**config.mk**
```make
export PLATFORM = sky130hd
export DESIGN_NAME = trace_capture_ctrl
export DESIGN_NICKNAME = d
export VERILOG_FILES = /design/src/rtl/trace_pkg.sv /design/src/rtl/trace_rr_arbiter.sv /design/src/rtl/trace_capture_ctrl.sv
export SDC_FILE = /design/constraint.sdc
export NUM_CORES = 1
export LEC_CHECK = 0
export ABC_CLOCK_PERIOD_IN_PS = 4500
export CAP_MARGIN = 20
export CORE_UTILIZATION = 45
export CTS_CLUSTER_SIZE = 8
export DETAILED_ROUTE_END_ITERATION = 12
export PLACE_DENSITY_LB_ADDON = 0.12
export SLEW_MARGIN = 20
export SYNTH_ARGS = -nofsm -noshare
export SYNTH_HDL_FRONTEND = slang
export SYNTH_SLANG_ARGS = --single-unit
```
**constraint.sdc**
```tcl
create_clock -name clk -period 4.5 [get_ports clk]
set_input_delay 0.9 -clock clk [delete_from_list [all_inputs] [get_ports clk]]
set_output_delay 0.9 -clock clk [all_outputs]
set_load 0.005 [all_outputs]
```
**src/rtl/trace_pkg.sv**
```systemverilog
// Shared FSM encoding and source-tag sizing for the trace capture controller.
package trace_pkg;

  typedef enum logic [1:0] {
    IDLE  = 2'd0,
    ARMED = 2'd1,
    POST  = 2'd2,
    DONE  = 2'd3
  } state_t;

  localparam int TILE_NUM_DEF = 4;

  // Index width for a source count; floor of 1 keeps vectors legal for tiny counts.
  function automatic int tag_width(input int tile_num);
    return (tile_num > 1) ? $clog2(tile_num) : 1;
  endfunction

  localparam int TAGW = tag_width(TILE_NUM_DEF);

endpackage

```
**src/rtl/trace_rr_arbiter.sv**
```systemverilog
// Round-robin arbiter over req & mask; search begins one past the last grant.
// Grant is combinational; pointer moves on the edge after a grant; no backpressure.
module trace_rr_arbiter
  import trace_pkg::*;
#(
  parameter int N = 4
) (
  input  logic                    clk,
  input  logic                    reset,
  input  logic [N-1:0]            req,
  input  logic [N-1:0]            mask,
  input  logic                    en,
  output logic [N-1:0]            gnt,
  output logic [tag_width(N)-1:0] gnt_idx
);

  localparam int PW = tag_width(N);

  logic [N-1:0]  qual;
  logic [PW-1:0] ptr;
  logic [PW-1:0] idx;

  assign qual = req & mask & {N{en}};

  // Walk from the far end so the candidate closest to ptr is assigned last and wins.
  always_comb begin
    gnt     = '0;
    gnt_idx = '0;
    idx     = '0;
    for (int k = N - 1; k >= 0; k--) begin
      idx = PW'((int'(ptr) + k) % N);
      if (qual[idx]) begin
        gnt      = '0;
        gnt[idx] = 1'b1;
        gnt_idx  = idx;
      end
    end
  end

  always_ff @(posedge clk) begin
    if (reset) begin
      ptr <= '0;
    end else if (|gnt) begin
      ptr <= (int'(gnt_idx) == N - 1) ? '0 : gnt_idx + 1'b1;
    end
  end

endmodule

```
**src/rtl/trace_capture_ctrl.sv**
```systemverilog
// Trace capture: arbitrates sources into a trace buffer around a stop trigger, then reads it out.
// Writes/read strobes land one cycle after grant/request; no backpressure. TRACE_SRC_TAG_EN tags tb_din.
module trace_capture_ctrl
  import trace_pkg::*;
#(
  parameter int Fpay     = 32,
  parameter int Tile_num = 4,
  parameter int TB_AW    = 9
) (
  input  logic                     clk,
  input  logic                     reset,
  input  logic [Tile_num-1:0]      src_req,
  input  logic [Tile_num*Fpay-1:0] src_din,
  input  logic [Tile_num-1:0]      src_mask,
  input  logic                     arm,
  input  logic                     stop,
  input  logic [TB_AW-1:0]         post_len,
  input  logic                     rd_req,
  output logic [Tile_num-1:0]      src_gnt,
  output logic                     tb_wr_en,
  output logic [Fpay-1:0]          tb_din,
  output logic                     tb_rd_en,
  output logic                     rd_valid,
  output logic [1:0]               state,
  output logic                     wrapped,
  output logic [TB_AW:0]           word_cnt
);

  localparam int TAG_W = tag_width(Tile_num);
  localparam int CW    = TB_AW + 1;
  localparam logic [CW-1:0] FULL = {1'b1, {TB_AW{1'b0}}};

  state_t           st;
  logic [TB_AW-1:0] post_len_q;
  logic [CW-1:0]    post_cnt;
  logic [CW-1:0]    post_seen;
  logic             wr_post;
  logic             gnt_en;
  logic             rd_ok;
  logic             arm_ok;
  logic [TAG_W-1:0] gnt_idx;
  logic [Fpay-1:0]  gnt_word;
  logic [Fpay-1:0]  wr_dat;

  // post_seen = post-trigger grants already issued, including one whose write is in flight.
  assign post_seen = post_cnt + CW'(tb_wr_en & wr_post);
  assign gnt_en    = (st == ARMED) || ((st == POST) && (post_seen < {1'b0, post_len_q}));
  assign rd_ok     = (st == DONE) && rd_req && (word_cnt != '0);
  assign arm_ok    = arm && ((st == IDLE) || (st == DONE));
  assign state     = st;

  trace_rr_arbiter #(
    .N (Tile_num)
  ) u_arb (
    .clk     (clk),
    .reset   (reset),
    .req     (src_req),
    .mask    (src_mask),
    .en      (gnt_en),
    .gnt     (src_gnt),
    .gnt_idx (gnt_idx)
  );

  always_comb begin
    gnt_word = '0;
    for (int i = 0; i < Tile_num; i++) begin
      if (src_gnt[i]) gnt_word = src_din[i*Fpay +: Fpay];
    end
  end

`ifdef TRACE_SRC_TAG_EN
  assign wr_dat = {gnt_idx, gnt_word[Fpay-TAG_W-1:0]};
`else
  assign wr_dat = gnt_word;
`endif

  always_ff @(posedge clk) begin
    if (reset) begin
      st         <= IDLE;
      post_len_q <= '0;
      post_cnt   <= '0;
      wr_post    <= 1'b0;
      tb_wr_en   <= 1'b0;
      tb_din     <= '0;
      tb_rd_en   <= 1'b0;
      rd_valid   <= 1'b0;
      wrapped    <= 1'b0;
      word_cnt   <= '0;
    end else begin
      tb_wr_en <= |src_gnt;
      wr_post  <= (|src_gnt) && (st == POST);
      if (|src_gnt) tb_din <= wr_dat;
      tb_rd_en <= rd_ok;
      rd_valid <= tb_rd_en;

      unique case (st)
        IDLE:  if (arm) st <= ARMED;
        ARMED: begin
          if (stop) begin
            st         <= POST;
            post_cnt   <= '0;
            post_len_q <= post_len;
          end
        end
        POST: begin
          post_cnt <= post_seen;
          if (post_seen == {1'b0, post_len_q}) st <= DONE;
        end
        DONE:  if (arm) st <= ARMED;
      endcase

      if (arm_ok) begin
        word_cnt <= '0;
        wrapped  <= 1'b0;
      end else begin
        if (tb_wr_en && (word_cnt == FULL)) wrapped <= 1'b1;
        if (rd_ok) begin
          word_cnt <= word_cnt - CW'(1);
        end else if (tb_wr_en && (word_cnt != FULL)) begin
          word_cnt <= word_cnt + CW'(1);
        end
      end
    end
  end

endmodule

```
Word-level counts from Yosys, hierarchy flattened
Index checks and enable logic that the tools add are counted.
W data, S select, Z words.
{ "op_classes": {"addsub": 7, "order_cmp": 9, "eq_ne": 10, "mux": 37, "bitwise": 3, "reduce_logical": 23} }
{ "ops": {"columns": ["operator", "count"], "rows": [
  ["$mux W32", 4],
  ["$mux W10", 3],
  ["$pmux W10 S2", 1],
  ["$mux W2", 8],
  ["$mux W4", 4],
  ["$lt A2 B3 Y1 const B", 4],
  ["$logic_and A1 B1 Y1", 11],
  ["$add A10 B1 Y10", 1],
  ["$add A10 B1 Y10 const B", 1],
  ["$eq A10 B10 Y1 const B", 1],
  ["$eq A10 B9 Y1", 1],
  ["$lt A10 B9 Y1", 1],
  ["$ne A10 B10 Y1 const B", 1],
  ["$reduce_bool A10 Y1", 1],
  ["$sub A10 B1 Y10 const B", 1],
  ["$and A4 B4 Y4", 2],
  ["$bmux W1 S2", 4],
  ["$demux W1 S2", 4],
  ["$ge A2 B1 Y1 const B", 4],
  ["$mux W1", 8],
  ["$pmux W2 S3", 1],
  ["$add A2 B1 Y2 const B", 2],
  ["$add A2 B2 Y2 const B", 2],
  ["$eq A2 B1 Y1 const B", 2],
  ["11 further kinds", 17]
]} }
{ "word_totals": {"register_bits": 70, "input_bits": 150, "out_inout_bits": 52, "elab_cells": 100} }

Logic depth before layout (Yosys ltp)
Gate-level depths: netlist of run 1.
{ "depth": {"depth_word": 16, "ltp_mapped": 18, "depth_no_buf": 16} }

Cells and area by module
A second synthesis of run 1 with hierarchy kept.
{ "hier_totals": {"cells_unflattened": 569, "hier_area_um2": 4689.5} }
{ "modules_own_cells": {"columns": ["module", "instances", "cells_each", "area_each_um2", "seq_area_each_um2"], "rows": [
  ["trace_capture_ctrl", 1, 488, 4051.4, 1361.3],
  ["trace_rr_arbiter", 1, 81, 638.1, 40.0]
]} }

Least setup slack after synthesis of run 1
Ideal clock, no wire load.
{ "synth_path": {"kind": "register to output", "start": "register tb_wr_en", "end": "output src_gnt[1]", "t_arrival_ps": 3174, "required_time_ps": 3600, "slack_ps": 426, "stages_incl_launch_ff": 16, "path_buffers": 2, "path_cell_list": "dfxtp_1 -> and2_1 -> ha_1 -> ha_1 -> nand3_1 -> nor2_1 -> nand3_1 -> xnor2_1 -> ha_1 -> nor2b_1 -> nor4b_1 -> a31o_1 -> clkbuf_1 -> o221ai_2 -> buf_4 -> inv_1"} }
{ "synth_via": {"elab_chain_cells": 12, "elab_cells_between_ends": 18, "cone_classes": "add/sub (1); order compare (1); mux (12); bitwise (2); reduce/logical (2)"} }
{ "synth_rtl": {"columns": ["item", "line", "source"], "rows": [
  ["from (decl)", "trace_capture_ctrl.sv:20", "output logic tb_wr_en,"],
  ["from (signal assigned)", "trace_capture_ctrl.sv:90", "tb_wr_en <= |src_gnt;"],
  ["$and A1 B1 Y1 (*)", "trace_capture_ctrl.sv:46", "assign post_seen = post_cnt + CW'(tb_wr_en & wr_post);"],
  ["$add A10 B1 Y10 (*)", "trace_capture_ctrl.sv:46", null],
  ["$lt A10 B9 Y1 (*)", "trace_capture_ctrl.sv:47", "assign gnt_en = (st == ARMED) || ((st == POST) && (post_seen < {1'b0, post_len_q}));"],
  ["$logic_and A1 B1 Y1 (*)", "trace_capture_ctrl.sv:47", null],
  ["$logic_or A1 B1 Y1 (*)", "trace_capture_ctrl.sv:47", null],
  ["$and A4 B4 Y4 (*)", "trace_rr_arbiter.sv:23", "assign qual = req & mask & {N{en}};"],
  ["$bmux W1 S2", "trace_rr_arbiter.sv:32", "if (qual[idx]) begin"],
  ["$mux W1 (implied by the code)", "trace_rr_arbiter.sv:32", null],
  ["$mux W4 (3 in series)", "trace_rr_arbiter.sv:32", null],
  ["$mux W4 (*)", "trace_rr_arbiter.sv:32", null],
  ["to (decl)", "trace_capture_ctrl.sv:19", "output logic [Tile_num-1:0] src_gnt,"]
]} }
Every way passes the cells marked *; elsewhere a longest branch is shown, timed or not. The select of a mux whose other input is x is not followed.

Final worst setup path of run 1
Same ends and word-level chain as after synthesis.

==> key figures, run 1 <==
Clocking
  • CTS root buf: clkbuf_16
  • Number of CTS-inserted buffers: 9
  • Max clock buf depth: 2
  • Reg clk slew, reported paths: 0.06 ns
  • CTS tree: yes
  • Clk sinks: 70
  • Hold buffer count at cts: 0
  • Clock latency on the worst-skew pair: 0.33 ns
  • CTS HTree Levels: 3

Critical path
  • Worst-path fanout max: 4
  • CP endpoint: src_gnt[1]
  • RR Endpoint: tb_din[4]
  • FF-to-FF Start: tb_wr_en
  • Crit Path Category: reg2out
  • Reg2Reg Setup Slack: 0.36 ns
  • Setup crit start: tb_wr_en
  • Worst EP arrival: 3.49 ns
  • WP data required: 3.60 ns
  • R2R cell count: 19
  • Setup crit start kind: flop
  • Crit. End Element: output pin

STA
  • Worst-margin pin slew: 0.731 ns
  • Final setup margin: 0.115 ns
  • Fin. max-slew vios: 0
  • Setup violations, final: 0
  • Final setup TNS: 0 ns
  • Final Skew: 0.00633 ns
  • Final min period: 4.39 ns
  • Final hold vios: 0
  • Max-slew headroom: 51.3%
  • Worst Hold Slack: 0.464 ns
  • Fmax: 228 MHz
  • Final Cycle Share: 97.5%

Final layout
  • NumNets Final: 982
  • Final Non-Filler Cells: 946
  • Antenna diodes: 0
  • Post-route cell area: 7640 um2
  • Area Growth Syn to Fin: 49.5%
  • Share of cells above drive strength 1: 9.06%
  • Number of fill cells in the layout: 888
  • Fin util: 69.9%

Floorplanning
  • Num rows: 38
  • Die height: 109 um
  • Die W: 109 um
  • Core area: 10900 um2
  • Ports: 202
  • Initial core utilization: 46.8%
  • Total die area: 11800 um2

Logic synthesis
  • Syn Area/Cell: 8.26 um2
  • Post-Syn Area: 5110 um2
  • Top-area cell type share of the netlist area: 27.4%
  • Gate Count Post-Synth: 619
  • EDFF count, synth: 0
  • Syn Nets: 800
  • Area contributors post-synth: dfxtp_1, ha_1, mux2i_1
  • Warning count from the yosys run: 0
  • Ys flop type: dfxtp_1
  • Area leader, netlist: dfxtp_1
  • Asr flop ratio synth: 0%
  • Register area share after synthesis: 27.4%
  • Netlist cell types: 61
  • Flops & latches, synth: 70

Worst hold path
  • Type of the worst min-delay path: reg2reg

Global routing
  • Pin count of the biggest net entering global routing: 71
  • Overflow after GRT: 0
  • Gr usage total: 27.9%
  • Global-route wire length before repair: 25700 um
  • Vias in the first global route: 5501
  • Initial antenna violation count: 0

Power and ir drop
  • Leakage Power: 3.16 nW
  • Pwr Density: 515 nW/um2
  • VDD IR max: 0.000342 V
  • Total power: 3.93 mW

Route
  • Drt wl/cell: 17.6 um
  • Post-DRT Antenna Nets: 0
  • Via-to-Cell Ratio: 5.91
  • DRT iter0 DRCs: 480
  • DRT Pass-1 Iters: 10
  • Total wire length after detailed routing: 16700 um
  • DRC violations left: 0
  • Total number of vias: 5588

Place
  • Setup WS pre-CTS: 0.140 ns
  • Post-DP HPWL: 12000 um
  • IO buf count: 201
  • Placed Cells: 923
  • Final GP Congestion: 0.913
  • Placed Area: 7180 um2

Run
  • Max Cap Violations: 0

Outcome
  • Outcome: finished clean
## repair_timing
action	in CTS	in global routing
endpoints found under the setup margin	4	6
buffers inserted	2	5
gates resized for setup	7	11
pin swaps	4	9
## per-layer routing
metal / vias up / routed length, um / GRT usage, %
li1: 2686 / - / -
met1: 2640 / 6410 / 29.7
met5: - / 0 / 0
met4: 0 / 461 / 12.0
met2: 224 / 8710 / 51.5
met3: 38 / 1080 / 7.05
## critical path, cell delays in order (launching register included)
cell             delay [ns]
dfxtp_1                0.31
and2_4                 0.16
ha_4                   0.17
ha_4                   0.17
nand3_4                0.11
nor2_4                 0.05
buf_4                  0.12
buf_4                  0.13
xor2_1                 0.14
ha_1                   0.32
nand3_2                0.11
a21oi_1                0.06
nor4b_2                0.32
a31o_2                 0.25
o221ai_4               0.11
inv_1                  0.07
clkdlybuf4s50_1        0.55
## cells in the final DEF (no fill, tap or decap), types with 13 or more instances in the layout
cell / n
nand3_1: 13
clkdlybuf4s50_1: 199
nor2_1: 41
a21oi_1: 65
buf_4: 21
inv_1: 55
mux2i_1: 34
ha_1: 28
dfxtp_1: 70
a222oi_1: 32
nand2_1: 37
o211ai_1: 36
a211oi_1: 33
## kinds of logic (layout without fill, tap and decap cells)
| logic type | Yosys count | in the layout | share of synthesized area [%] |
|---|---|---|---|
| buffers and inverters | 107 | 294 | 8.96 |
| AO/OA/AOI/OAI | 217 | 217 | 31.1 |
| AND/OR/NAND/NOR | 137 | 137 | 12.7 |
| multiplexers | 44 | 44 | 9.96 |
| flip-flops | 70 | 70 | 27.4 |
| XOR/XNOR | 13 | 13 | 2.23 |
| adder cells (fa/ha/maj) | 31 | 31 | 7.73 |
## worst min path at each step
stage | to | slack, ns | cells past startpoint | from
5_1_grt | post_len_q[8] | 0.48 | 2 | post_len_q[8]
6_report | post_len_q[8] | 0.46 | 2 | post_len_q[8]
4_1_cts | post_len_q[8] | 0.46 | 2 | post_len_q[8]
2_1_floorplan | post_len_q[1] | 0.44 | 2 | post_len_q[1]
3_3_place_gp | rd_valid | 0.44 | 1 | tb_rd_en
3_5_place_dp | post_len_q[8] | 0.45 | 2 | post_len_q[8]
## Yosys cell counts (all sizes together) (3+ instances only)
library cell / number
a222oi: 32
a22oi: 9
o211ai: 36
nor2b: 6
nor3: 8
xnor2: 7
nand3: 17
o21ai: 9
dfxtp: 70
and2: 7
mux4: 5
a32oi: 3
a211oi: 35
a21o: 6
a21oi: 65
inv: 56
buf: 11
xor2: 6
nor2: 45
ha: 30
nand2: 37
nand4: 3
clkbuf: 40
mux2i: 34
mux2: 5
## report_power, final
part / total, mW / internal [mW] / switching, mW
registers: 0.799 / 0.730 / 0.0691
clock network: 0.760 / 0.499 / 0.262
logic: 2.38 / 1.01 / 1.36
total: 3.93 / 2.24 / 1.69
## cell type report
class | count | area, um2 | share of cell area (%)
sequential | 70 | 1400 | 18.3
tap | 140 | 175 | 2.29
multi-input combinational | 442 | 3370 | 44.1
clock buffer | 12 | 246 | 3.22
inverter | 56 | 213 | 2.78
clock inverter | 4 | 70.1 | 0.917
timing repair buffer | 222 | 2170 | 28.3
## sequential cells by signal, indices dropped and copies added (netlist names)
signal	count
tb_din	32
post_cnt	10
word_cnt	10
post_len_q	9
state	2
u_arb.ptr	2
rd_valid	1
tb_rd_en	1
tb_wr_en	1
wr_post	1
wrapped	1
Note: power is estimated with default switching activity, not from simulation.
==> run 2, diff against run 1 <==
--- a/config.mk
+++ b/config.mk
@@ -7,9 +7,9 @@
 export LEC_CHECK = 0
 export ABC_CLOCK_PERIOD_IN_PS = 4500
 export CAP_MARGIN = 20
-export CORE_UTILIZATION = 45
-export CTS_CLUSTER_SIZE = 8
+export CORE_UTILIZATION = 65
 export DETAILED_ROUTE_END_ITERATION = 12
+export DONT_BUFFER_PORTS = 1
 export PLACE_DENSITY_LB_ADDON = 0.12
 export SLEW_MARGIN = 20
 export SYNTH_ARGS = -nofsm -noshare
==> run 2 against run 1 <==
  * Count of clock-buffer cells in the layout shrank 1
  * Critical path type unchanged
  * Highest routed layer unchanged
  * Setup slack improved by 0.16 ns
  * Largest cell class unchanged
  * Critical endpoint unchanged
  * Non-clock buffer count is 207 lower
==> key figures, run 2 (same netlist as run 1, synthesis figures left out) <==
Outcome
  • Outcome: finished clean

Global routing
  • Initial antenna violation count: 0
  • Overflow after GRT: 0
  • Gr usage total: 35.1%
  • Most Used Layer, Global Route: met2
  • GR Util met1: 38.7%
  • GR Layer Usage met2: 60.0%
  • Pin count of the biggest net entering global routing: 62
  • Global-route wire length before repair: 23000 um
  • Vias in the first global route: 4691
  • M3 GR Usage: 7.66%

STA
  • Worst-margin pin slew: 0.760 ns
  • Final min period: 4.22 ns
  • Final Skew: 0.0113 ns
  • Final hold vios: 0
  • Worst Hold Slack: 0.456 ns
  • Final setup margin: 0.279 ns
  • Max-slew headroom: 49.0%
  • Final Cycle Share: 93.8%
  • Unrepaired setup endpoints after global routing: false
  • Fin. max-slew vios: 0
  • Final setup TNS: 0 ns
  • Setup violations, final: 0
  • Fmax: 237 MHz

Final layout
  • Largest Register: tb_din
  • Most common cell after layout, fill and taps aside: dfxtp_1
  • Max FFs per register: 32
  • Top flop regs: tb_din x32, post_cnt x10, word_cnt x10
  • Share of cells above drive strength 1: 10.4%
  • Number of fill cells in the layout: 599
  • NumNets Final: 775
  • Commonest cells after routing, fill and taps aside: dfxtp_1, a21oi_1, inv_1
  • Area Growth Syn to Fin: 4.99%
  • Antenna diodes: 0

Floorplanning
  • Ports: 202
  • Core area: 7410 um2
  • Num rows: 31
  • Die height: 90.7 um
  • Die W: 90.7 um
  • Total die area: 8230 um2
  • Initial core utilization: 69.0%

Clocking
  • Max clock buf depth: 2
  • CTS HTree Levels: 3
  • CTS root buf: clkbuf_8
  • Reg clk slew, reported paths: 0.08 ns
  • CTS tree: yes
  • Clk sinks: 70
  • Number of CTS-inserted buffers: 9
  • Clock latency on the worst-skew pair: 0.35 ns

Worst hold path
  • Type of the worst min-delay path: reg2reg

Run
  • Max Cap Violations: 0

Route
  • DRT Pass-1 Iters: 9
  • Via-to-Cell Ratio: 7.06
  • DRT iter0 DRCs: 381
  • Drt wl/cell: 21.5 um
  • Total wire length after detailed routing: 15000 um
  • Total number of vias: 4928
  • DRC violations left: 0
  • Post-DRT Antenna Nets: 0

Critical path
  • R2R cell count: 16
  • Slowest Stage Delay on Critical Path: 0.33 ns
  • WP data required: 3.60 ns
  • Crit. End Element: output pin
  • Reg2Reg Setup Slack: 0.34 ns
  • Setup crit start: tb_wr_en
  • Worst EP arrival: 3.32 ns
  • RR Endpoint: tb_din[10]
  • Setup crit start kind: flop
  • Worst-path fanout max: 9
  • Most frequent CP cell: ha_1
  • CP max stage cell: dfxtp_1
  • FF-to-FF Start: tb_wr_en
  • Crit Path Category: reg2out
  • Critical-path cell list: and2_1 > ha_1 > ha_1 > nand3_2 > nor2_2 > nand3_1 > xnor2_2 > ha_1 > nand3_1 > a21oi_1 > nor4b_2 > a31o_2 > o221ai_4 > inv_2
  • CP endpoint: src_gnt[1]

Place
  • Setup WS pre-CTS: 0.399 ns
  • IO buf count: 0
  • Post-DP HPWL: 10700 um
  • Final GP Congestion: 0.969

Power and ir drop
  • Leakage Power: 2.29 nW
  • Pwr Density: 636 nW/um2
  • VDD IR max: 0.000353 V
[run 2: cell type report]
cell class	instances	area, um2	area share [%]
clock buffer	11	151	2.82
multi-input combinational	442	3300	61.5
inverter	56	213	3.96
timing repair buffer	15	113	2.10
sequential	70	1400	26.1
tap	99	124	2.31
clock inverter	5	63.8	1.19
[run 2: stage by stage]
step                cells  utilization [%]  power (mW)  cell area (um2)
finish                698             72.5        3.42             5370
global route          698             72.5        3.63             5370
CTS                   697             72.0        3.37             5340
detailed placement    681             69.1        2.82             5120
global placement      681             69.1        2.75             5120
floorplan             619                -        2.44             5110
[run 2: what timing repair did]
item,CTS,global route
setup buffers,0,1
hold buffers,0,0
resized for setup,0,5
setup endpoints to repair,0,6
[run 2: worst max-delay path, delay by kind of cell, from the launching register on]
family	cells	cell delay, ns
adders and majority gates	3	0.70
AOI/OAI and AO/OA	3	0.60
and+or+nand+nor	6	1.04
xor gates and xnor gates	1	0.18
buffers and inverters	1	0.14
DFF	1	0.33
[run 2: routing by layer]
metal  up-vias  routed length (um)
met5         -                   0
met4         0                 923
met2       290                7290
li1       2284                   -
met1      2281                5530
met3        73                1240
[run 2: how the worst min path moves through the flow]
stage | startpoint | end | slack [ns] | cells past startpoint
floorplan | post_len_q[1] | post_len_q[1] | 0.44 | 2
global placement | post_len_q[8] | post_len_q[8] | 0.44 | 2
detailed placement | post_len_q[2] | post_len_q[2] | 0.44 | 2
CTS | post_len_q[2] | post_len_q[2] | 0.45 | 2
global route | post_len_q[3] | post_len_q[3] | 0.49 | 2
finish | post_len_q[2] | post_len_q[2] | 0.46 | 2
[run 2: report_power, final]
part / internal [mW] / switching (mW)
Sequential: 0.729 / 0.115
Combinational: 0.761 / 1.25
Clock: 0.293 / 0.269
Total: 1.78 / 1.63
==> run 3, diff against run 2 <==
--- a/config.mk
+++ b/config.mk
@@ -10,7 +10,7 @@
 export CORE_UTILIZATION = 65
 export DETAILED_ROUTE_END_ITERATION = 12
 export DONT_BUFFER_PORTS = 1
-export PLACE_DENSITY_LB_ADDON = 0.12
+export PLACE_DENSITY = 0.85
 export SLEW_MARGIN = 20
 export SYNTH_ARGS = -nofsm -noshare
 export SYNTH_HDL_FRONTEND = slang
==> run 3 against run 2 <==
  * Combinational power is essentially flat
  * Total power shrank 4.1%
  * Count of clock-buffer cells in the layout shrank 1
  * Sequential power shrank 2%
  * Largest cell class unchanged
  * Largest power group unchanged
==> key figures, run 3 (same netlist as run 1, synthesis figures left out) <==
Final layout
  • Top flop regs: tb_din x32, post_cnt x10, word_cnt x10
  • Area Growth Syn to Fin: 3.79%
  • Antenna diodes: 0
  • NumNets Final: 774
  • Commonest cells after routing, fill and taps aside: dfxtp_1, a21oi_1, inv_1
  • Largest Register: tb_din
  • Max FFs per register: 32
  • Post-route cell area: 5310 um2
  • Fin util: 71.6%
  • Most common cell after layout, fill and taps aside: dfxtp_1
  • Share of cells above drive strength 1: 9.70%

STA
  • Final min period: 4.24 ns
  • Worst-margin pin slew: 1.12 ns
  • Final setup margin: 0.256 ns
  • Fin. max-slew vios: 0
  • Fmax: 236 MHz
  • Final setup TNS: 0 ns
  • Final Skew: 0.0180 ns
  • Max-slew headroom: 25.2%
  • Final Cycle Share: 94.3%
  • Final hold vios: 0
  • Setup violations, final: 0

Route
  • Total number of vias: 4985
  • DRC violations left: 0
  • DRT iter0 DRCs: 318
  • Total wire length after detailed routing: 14500 um
  • Drt wl/cell: 20.8 um
  • Post-DRT Antenna Nets: 0
  • Via-to-Cell Ratio: 7.15
  • DRT Pass-1 Iters: 8

Clocking
  • Reg clk slew, reported paths: 0.09 ns
  • CTS tree: yes
  • Max clock buf depth: 2
  • Clock latency on the worst-skew pair: 0.35 ns
  • Number of CTS-inserted buffers: 9
  • CTS root buf: clkbuf_8
  • Hold buffer count at cts: 0
  • Clk sinks: 70
  • CTS HTree Levels: 3

Global routing
  • Global-route wire length before repair: 23000 um
  • Overflow after GRT: 0
  • Gr usage total: 34.3%
  • Pin count of the biggest net entering global routing: 69
  • Vias in the first global route: 4705
  • Initial antenna violation count: 0

Place
  • IO buf count: 0
  • Setup WS pre-CTS: 0.289 ns
  • Placed Area: 5110 um2
  • Post-DP HPWL: 10400 um
  • Final GP Congestion: 0.986

Floorplanning
  • Core area: 7410 um2
  • Ports: 202
  • Die W: 90.7 um
  • Num rows: 31
  • Initial core utilization: 69.0%
  • Die height: 90.7 um
  • Total die area: 8230 um2

Critical path
  • Reg2Reg Setup Slack: 0.29 ns
  • WP data required: 3.60 ns
  • Crit. End Element: output pin
  • Crit Path Category: reg2out
  • Worst-path fanout max: 5
  • Setup crit start kind: flop
  • Worst EP arrival: 3.34 ns

Power and ir drop
  • VDD IR max: 0.000325 V
  • Pwr Density: 617 nW/um2
  • Leakage Power: 2.26 nW

Outcome
  • Outcome: finished clean

Run
  • Max Cap Violations: 0

Worst hold path
  • Type of the worst min-delay path: reg2reg
==> run 3: cell count changes in the layout (fill, tap and decap cells not counted), sizes merged <==
cell and delta:
clkinv +4, clkbuf -1, inv -3, bufinv -1, clkinvlp +1, buf -1
==> run 3: critical path, stage by stage, from the launching register on <==
cell and delay [ns]:
dfxtp_1 0.34, and2_1 0.13, ha_1 0.16, ha_1 0.24
nand3_2 0.17, nor2_4 0.18, nand3_1 0.13, xnor2_1 0.25
ha_1 0.30, nand3_1 0.16, a21oi_1 0.08, nor4b_2 0.28
a31o_2 0.29, o211ai_1 0.16, inv_1 0.14
==> run 3: metal layers <==
| layer | track usage (%) | share of wire (%) |
|---|---|---|
| met5 | 0 | 0 |
| met4 | 20.2 | 5.6 |
| met3 | 6.90 | 6.6 |
| met2 | 60.0 | 51 |
| met1 | 38.4 | 37 |
==> run 3: layout make-up <==
type                    count  area [um2]
multi-input cells         442        3300
fillers                   605        2100
flip-flops and latches     70        1400
inverters                  56         213
clock buffers              10         128
well taps                  99         124
repair buffers             14         105
clock inverters             6        38.8
==> run 3: metrics by stage <==
stage / hold WS [ns] / instances / power [mW]
floorplan: 0.436 / 619 / 2.44
global placement: 0.439 / 680 / 2.74
detailed placement: 0.447 / 680 / 2.81
CTS: 0.457 / 696 / 3.24
global route: 0.482 / 697 / 3.49
finish: 0.457 / 697 / 3.28
==> run 3: final timing paths <==
kind,startpoint,to,cells past startpoint
worst max register to register,tb_wr_en,tb_din[19],17
worst min-delay path,post_len_q[1],post_len_q[1],2
worst max-delay path,tb_wr_en,src_gnt[2],14
worst min register to register,post_len_q[1],post_len_q[1],2
==> run 3: report_power, final <==
| part | switching [mW] | internal [mW] |
|---|---|---|
| clock | 0.252 | 0.198 |
| sequential | 0.0957 | 0.729 |
| combinational | 1.25 | 0.752 |
==> run 3: timing repair <==
action / 4_1_cts / 5_1_grt
setup buffers: 0 / 1
endpoints found under the hold margin: 0 / 0
gates resized for setup: 0 / 4
setup endpoints to repair: 0 / 38
